==> config.mk <==
export PLATFORM = sky130hd
export DESIGN_NAME = riscv_boot_ctrl
export DESIGN_NICKNAME = d
export VERILOG_FILES = /design/src/rtl/riscv_boot_pkg.sv /design/src/rtl/boot_run_counter.sv /design/src/rtl/riscv_boot_ctrl.sv
export SDC_FILE = /design/constraint.sdc
export NUM_CORES = 1
export LEC_CHECK = 0
export BUFFER_PORTS_ARGS = -buffer_cell sky130_fd_sc_hd__clkbuf_2
export CAP_MARGIN = 20
export CORE_ASPECT_RATIO = 0.9
export CORE_MARGIN = 4
export CORE_UTILIZATION = 43
export DETAILED_ROUTE_END_ITERATION = 6
export PLACE_DENSITY = 0.77
export RECOVER_POWER = 100
export SYNTH_ARGS = -nofsm -noshare
export SYNTH_HDL_FRONTEND = slang
export SYNTH_SLANG_ARGS = --single-unit
==> constraint.sdc <==
create_clock -name clk -period 4.4 [get_ports clk]
set_input_delay 0.22 -clock clk [delete_from_list [all_inputs] [get_ports clk]]
set_output_delay 0.22 -clock clk [all_outputs]
set_load 0.005 [all_outputs]
==> src/rtl/riscv_boot_pkg.sv <==
// riscv_boot_pkg: shared types and constants for the boot controller.
// Boot FSM states, default halt encoding (jal x0,0), program word-count helper.
package riscv_boot_pkg;

  typedef enum logic [2:0] {
    IDLE,
    LOAD,
    HOLD,
    RUN,
    DONE
  } boot_state_t;

  localparam logic [31:0] HALT_DEFAULT = 32'h0000_006F;

  // Number of 32-bit words that fit below last byte address prog_size.
  function automatic int word_count(input int prog_size);
    return (prog_size + 1) / 4;
  endfunction

endpackage

==> src/rtl/boot_run_counter.sv <==
// boot_run_counter: saturating core-run cycle counter with timeout compare.
// Ports: clk, rst (async high), i_clr, i_en, o_cnt (count), o_expire (next edge hits TIMEOUT).
module boot_run_counter #(
  parameter int XLEN    = 32,
  parameter int TIMEOUT = 1000
) (
  input  logic            clk,
  input  logic            rst,
  input  logic            i_clr,
  input  logic            i_en,
  output logic [XLEN-1:0] o_cnt,
  output logic            o_expire
);

  logic [XLEN-1:0] r_cnt;
  logic            w_sat;

  assign w_sat = &r_cnt;

  always_ff @(posedge clk or posedge rst) begin
    if (rst) begin
      r_cnt <= '0;
    end else if (i_clr) begin
      r_cnt <= '0;
    end else if (i_en && !w_sat) begin
      r_cnt <= r_cnt + 1'b1;
    end
  end

  // High during the cycle whose closing edge brings the count to TIMEOUT.
  assign o_expire = i_en && (r_cnt >= XLEN'(TIMEOUT - 1));
  assign o_cnt    = r_cnt;

endmodule

==> src/rtl/riscv_boot_ctrl.sv <==
// riscv_boot_ctrl: program loader and run supervisor for the riscv core.
// Ports: start/ld_* loader in, imem_* write out, core_rst, instr_i/res_i/expect_i, done/pass/timeout/cycle_cnt.
module riscv_boot_ctrl
  import riscv_boot_pkg::*;
#(
  parameter int              PROG_SIZE  = 7,
  parameter int              XLEN       = 32,
  parameter int              TIMEOUT    = 1000,
  parameter int              RST_HOLD   = 2,
  parameter logic [XLEN-1:0] HALT_INSTR = XLEN'(HALT_DEFAULT)
) (
  input  logic            clk,
  input  logic            rst,
  input  logic            start,
  input  logic            ld_valid,
  input  logic [XLEN-1:0] ld_data,
  input  logic            ld_last,
  output logic            ld_ready,
  output logic            imem_we,
  output logic [XLEN-1:0] imem_addr,
  output logic [XLEN-1:0] imem_wdata,
  output logic            core_rst,
  input  logic [XLEN-1:0] instr_i,
  input  logic [XLEN-1:0] res_i,
  input  logic [XLEN-1:0] expect_i,
  output logic            done,
  output logic            pass,
  output logic            timeout,
  output logic [XLEN-1:0] cycle_cnt
);

  localparam int WORDS = word_count(PROG_SIZE);
  localparam int HW    = $clog2(RST_HOLD + 1) + 1;

  boot_state_t     r_state;
  boot_state_t     w_next;
  logic [XLEN-1:0] r_ptr;
  logic [XLEN-1:0] r_addr;
  logic [XLEN-1:0] r_wdata;
  logic [XLEN-1:0] r_expect;
  logic [HW-1:0]   r_hold;
  logic            r_we;
  logic            r_done;
  logic            r_pass;
  logic            r_timeout;

  logic w_accept;
  logic w_last_slot;
  logic w_halt;
  logic w_start;
  logic w_run;
  logic w_expire;
  logic w_hold_done;
  logic w_ld_ready;
  logic w_core_rst;

  assign w_accept    = ld_valid && (r_state == LOAD);
  assign w_last_slot = (r_ptr == XLEN'(WORDS - 1));
  assign w_halt      = (instr_i == HALT_INSTR);
  assign w_start     = start && ((r_state == IDLE) || (r_state == DONE));
  assign w_run       = (r_state == RUN);
  // HOLD spans the final write cycle plus RST_HOLD cycles of core reset.
  assign w_hold_done = (r_hold == HW'(RST_HOLD));

  boot_run_counter #(
    .XLEN   (XLEN),
    .TIMEOUT(TIMEOUT)
  ) u_cnt (
    .clk     (clk),
    .rst     (rst),
    .i_clr   (w_start),
    .i_en    (w_run),
    .o_cnt   (cycle_cnt),
    .o_expire(w_expire)
  );

  always_ff @(posedge clk or posedge rst) begin
    if (rst) begin
      r_state <= IDLE;
    end else begin
      r_state <= w_next;
    end
  end

  always_comb begin
    w_next     = r_state;
    w_ld_ready = 1'b0;
    w_core_rst = 1'b1;
    unique case (r_state)
      IDLE: begin
        if (start) w_next = LOAD;
      end
      LOAD: begin
        w_ld_ready = 1'b1;
        if (ld_valid && (ld_last || w_last_slot)) w_next = HOLD;
      end
      HOLD: begin
        if (w_hold_done) w_next = RUN;
      end
      RUN: begin
        w_core_rst = 1'b0;
        if (w_halt || w_expire) w_next = DONE;
      end
      DONE: begin
        if (start) w_next = LOAD;
      end
      default: w_next = IDLE;
    endcase
  end

  always_ff @(posedge clk or posedge rst) begin
    if (rst) begin
      r_ptr     <= '0;
      r_addr    <= '0;
      r_wdata   <= '0;
      r_expect  <= '0;
      r_hold    <= '0;
      r_we      <= 1'b0;
      r_done    <= 1'b0;
      r_pass    <= 1'b0;
      r_timeout <= 1'b0;
    end else begin
      r_we   <= w_accept;
      r_hold <= (r_state == HOLD) ? r_hold + 1'b1 : '0;
      if (w_accept) begin
        r_addr  <= r_ptr << 2;
        r_wdata <= ld_data;
        r_ptr   <= r_ptr + 1'b1;
      end
      if (w_start) begin
        r_ptr     <= '0;
        r_expect  <= expect_i;
        r_done    <= 1'b0;
        r_pass    <= 1'b0;
        r_timeout <= 1'b0;
      end
      // Halt takes priority over a coincident timeout.
      if (w_run) begin
        if (w_halt) begin
          r_done <= 1'b1;
          r_pass <= (res_i == r_expect);
        end else if (w_expire) begin
          r_done    <= 1'b1;
          r_timeout <= 1'b1;
        end
      end
    end
  end

  assign ld_ready   = w_ld_ready;
  assign core_rst   = w_core_rst;
  assign imem_we    = r_we;
  assign imem_addr  = r_addr;
  assign imem_wdata = r_wdata;
  assign done       = r_done;
  assign pass       = r_pass;
  assign timeout    = r_timeout;

endmodule

==> impl_metrics.sql <==
INSERT INTO impl_metrics (metric_group, metric, value, unit) VALUES
('grt', 'track_usage', '0.203', ''),
('sta', 'final-hold-violation-count', '0', ''),
('clock_network', 'cts_hold_buf', '36', ''),
('grt', 'remaining_overflow_grt', '0', ''),
('sta', 'setup-violations-final', '0', ''),
('logic_synthesis', 'netlist_area', '7870', 'um2'),
('floorplanning', 'placement_rows', '46', ''),
('sta', 'fin_crit_sh', '0.758', ''),
('logic_synthesis', 'count_of_unique_library_cells_instantiated_by_yosys', '53', ''),
('power', 'p_leak', '4.73', 'nW'),
('floorplanning', 'ios', '235', ''),
('drt', 'ant_nets', '0', ''),
('logic_synthesis', 'synthCells', '756', ''),
('sta', 'timing.setup.tns', '0', 'ps'),
('setup_path', 'cp.arrival', '3690', 'ps'),
('setup_path', 'critical_path.max_fanout', '32', ''),
('drt', 'route.detailed.drc', '0', ''),
('clock_network', 'cts_resized', '0', ''),
('clock_network', 'cts_made_buffers', '17', ''),
('floorplanning', 'die_w', '151', 'um'),
('logic_synthesis', 'postSynth.asyncResetShare', '1.00', ''),
('grt', 'antenna_found_initial', '0', ''),
('placed_design', 'routabilityCongestion', '0.831', ''),
('drt', 'drt_pass1_iterations', '6', ''),
('layout', 'multiInputGateArea', '3490', 'um2'),
('sta', 'worstMarginPinSlew', '2120', 'ps'),
('power', 'finalPower', '4.87', 'mW'),
('setup_path', 'worst_setup_path_start_kind', 'flop', ''),
('sta', 'fmaxAchievable', '0.300', 'GHz'),
('logic_synthesis', 'synth-warning-count', '0', ''),
('power', 'net-switching-power', '1.50', 'mW'),
('logic_synthesis', 'syn_avg_cell_area', '10.4', 'um2'),
('clock_network', 'cts_htree_levels', '4', ''),
('logic_synthesis', 'synth_edf_count', '0', ''),
('power', 'seq_power_share', '0.446', ''),
('grt', 'grt_start_max_net_pins', '87', ''),
('setup_path', 'timing.critical_path.to_type', 'flop', ''),
('layout', 'area.sequential', '4200', 'um2'),
('logic_synthesis', 'ys_dominant_reg_cell', 'dfrtp_1', ''),
('sta', 'slew_headroom', '-0.416', ''),
('floorplanning', 'placeable_core_region', '17800', 'um2'),
('clock_network', 'clock_tree_from_tritoncts', 'built', ''),
('sta', 'post-route-min-period', '3340', 'ps'),
('outcome', 'outcome', 'finished, violations left', ''),
('sta', 'slew_viol_final', '147', ''),
('outcome', 'failed_checks', 'max-capacitance violations, max-slew violations', ''),
('clock_network', 'clock_tree.buffer_depth', '2', ''),
('floorplanning', 'vertical_die_dimension', '136', 'um'),
('clock_network', 'cts_setup_buffers', '0', ''),
('drt', 'wl_per_cell', '16.2', 'um'),
('setup_path', 'reg2reg_setup_slack', '1060', 'ps'),
('sta', 'rsz0062_at_grt', 'false', ''),
('drt', '1st_iter_drt_viols', '386', ''),
('drt', 'detailroute.via_count', '6765', ''),
('floorplanning', 'starting_density_of_the_core', '0.443', ''),
('power', 'cell_internal_pwr', '3.37', 'mW'),
('layout', 'fillers', '1534', ''),
('logic_synthesis', 'yosysSeqAreaShare', '0.534', ''),
('power', 'power.ir.vdd_worst', '0.293', 'mV'),
('layout', 'final_layout_size_suffix_gt1_frac', '0.262', ''),
('clock_network', 'clk_transition_reported_paths', '60', 'ps'),
('power', 'pwr-share-clk', '0.327', ''),
('clock_network', 'clockRootBuffer', 'clkbuf_16', ''),
('layout', 'final_nets', '1157', ''),
('job', 'maxCapViolCount', '2', ''),
('setup_path', 'worstSetupPathType', 'reg2reg', ''),
('drt', 'routed_wirelength', '20.5', 'mm'),
('placed_design', 'numPortBuffers', '232', ''),
('hold_path', 'min_path_type', 'in2reg', ''),
('clock_network', 'latest_clock_arrival_within_the_worst_skew_pair', '440', 'ps'),
('grt', 'first_global_vias', '6761', ''),
('floorplanning', 'design.die.area', '20500', 'um2'),
('clock_network', 'cts.sink_count', '168', ''),
('power', 'pwr-share-comb', '0.227', ''),
('layout', 'area_delta_synth_final', '28.8', '%'),
('logic_synthesis', 'yosys_register_bits', '168', ''),
('drt', 'avgViaCountPerCell', '5.32', ''),
('placed_design', 'placed_wire_length_estimate', '14.1', 'mm'),
('grt', 'grt_pass1_wl', '33.4', 'mm'),
('setup_path', 'worst-endpoint-required', '4760', 'ps'),
('power', 'pwr_density_cell', '480', 'nW/um2'),
('power', 'power.share.switching', '0.308', ''),
('sta', 'fin_skew', '14.7', 'ps'),
('layout', 'insertedDiodeCount', '0', '');
## cells by family after synthesis
group | Yosys count | share of synthesized area
AOI/OAI and AO/OA | 77 | 0.0591
xor gates and xnor gates | 56 | 0.0623
adders and majority gates | 5 | 0.00795
buffers and inverters | 45 | 0.0229
DFF | 168 | 0.534
muxes | 69 | 0.0976
other | 1 | 0.000476
and+or+nand+nor | 335 | 0.216
## state kept, by name, summed over array words and instances, names as in the netlist
register     flops
r_state          3
pass             1
imem_addr       30
imem_we          1
r_hold           3
r_ptr           32
r_expect        32
u_cnt.o_cnt     32
imem_wdata      32
timeout          1
done             1
## final timing paths
kind                            cells after the start                   start                           to
worst max-delay path                                5  r_state[1]$_DFFE_PP0P_      r_expect[2]$_DFFE_PP0P_
worst min-delay path                                3            expect_i[21]     r_expect[21]$_DFFE_PP0P_
worst max register to register                      5  r_state[1]$_DFFE_PP0P_      r_expect[2]$_DFFE_PP0P_
worst min register to register                      1     r_hold[0]$_DFF_PP0_          r_hold[0]$_DFF_PP0_
max in group asynchronous                           4                     rst  u_cnt.o_cnt[19]$_DFFE_PP0P_
min in group asynchronous                           3                     rst   imem_wdata[12]$_DFFE_PP0P_
## placed cells by master (no fill, tap or decap), types with 20 or more instances in the layout
master / count
dfrtp_1: 168
clkbuf_2: 164
nand2_1: 139
clkbuf_1: 72
mux2_2: 62
dlygate4sd3_1: 37
xor2_1: 36
nor2_1: 35
nor4_1: 33
a21oi_1: 30
nand3_1: 26
xnor2_1: 20
## cells in the mapped netlist, types with 6 or more instances
| cell | n | area [um2] |
|---|---|---|
| and4_1 | 6 | 52.6 |
| or3_1 | 17 | 106 |
| dfrtp_1 | 168 | 4200 |
| o31ai_1 | 13 | 97.6 |
| mux2_2 | 62 | 698 |
| o21ai_0 | 18 | 90.1 |
| nand4_1 | 18 | 113 |
| xnor2_1 | 20 | 175 |
| nand3_1 | 26 | 130 |
| buf_1 | 9 | 33.8 |
| xor2_1 | 36 | 315 |
| inv_1 | 10 | 37.5 |
| clkbuf_1 | 20 | 75.1 |
| a21oi_1 | 30 | 150 |
| nor2_1 | 35 | 131 |
| nand2_1 | 139 | 522 |
| or4_1 | 14 | 105 |
| nor3_1 | 14 | 70.1 |
| mux2i_1 | 7 | 70.1 |
| nor4_1 | 33 | 206 |
## routing by layer
metal  vias to the layer above  global-route usage  share of wire  wire, um
met4                         0              0.0604          0.017       349
li1                       3218                   -              -         -
met5                         -                   0              0         0
met1                      3291               0.263           0.43      8850
met3                        31              0.0620          0.067      1380
met2                       225               0.329           0.49      9970
## power by group through the flow
stage / logic [mW] / registers [mW] / clock network (mW)
floorplan: 0.694 / 2.16 / 0
global placement: 1.10 / 2.18 / 0
detailed placement: 1.14 / 2.20 / 0
CTS: 1.17 / 2.17 / 1.64
global route: 1.26 / 2.22 / 1.69
finish: 1.11 / 2.17 / 1.59
## layout make-up
type / instances / area share
multi-input cells: 544 / 0.344
flip-flops and latches: 168 / 0.414
clock inverters: 13 / 0.0178
inverters: 11 / 0.00419
clock buffers: 19 / 0.0437
repair buffers: 277 / 0.147
well taps: 240 / 0.0296
## worst max-delay path, stage by stage (launching register included)
cell and delay (ps):
dfrtp_1 450, nor2_1 240, and2_0 1130, clkbuf_1 1140, nand2_1 170, nand2_1 120
## metrics by stage
step / instances / setup WS [ps] / util / instance area, um2 / hold WS [ps]
floorplan: 757 / 2040 / - / 7880 / 325
global placement: 1203 / 1570 / 0.523 / 9300 / 281
detailed placement: 1203 / 1470 / 0.523 / 9300 / 284
CTS: 1271 / 1450 / 0.578 / 10300 / 0.618
global route: 1272 / 777 / 0.570 / 10100 / 1.30
finish: 1272 / 1060 / 0.570 / 10100 / 18.2
Note: power is estimated with default switching activity, not from simulation.
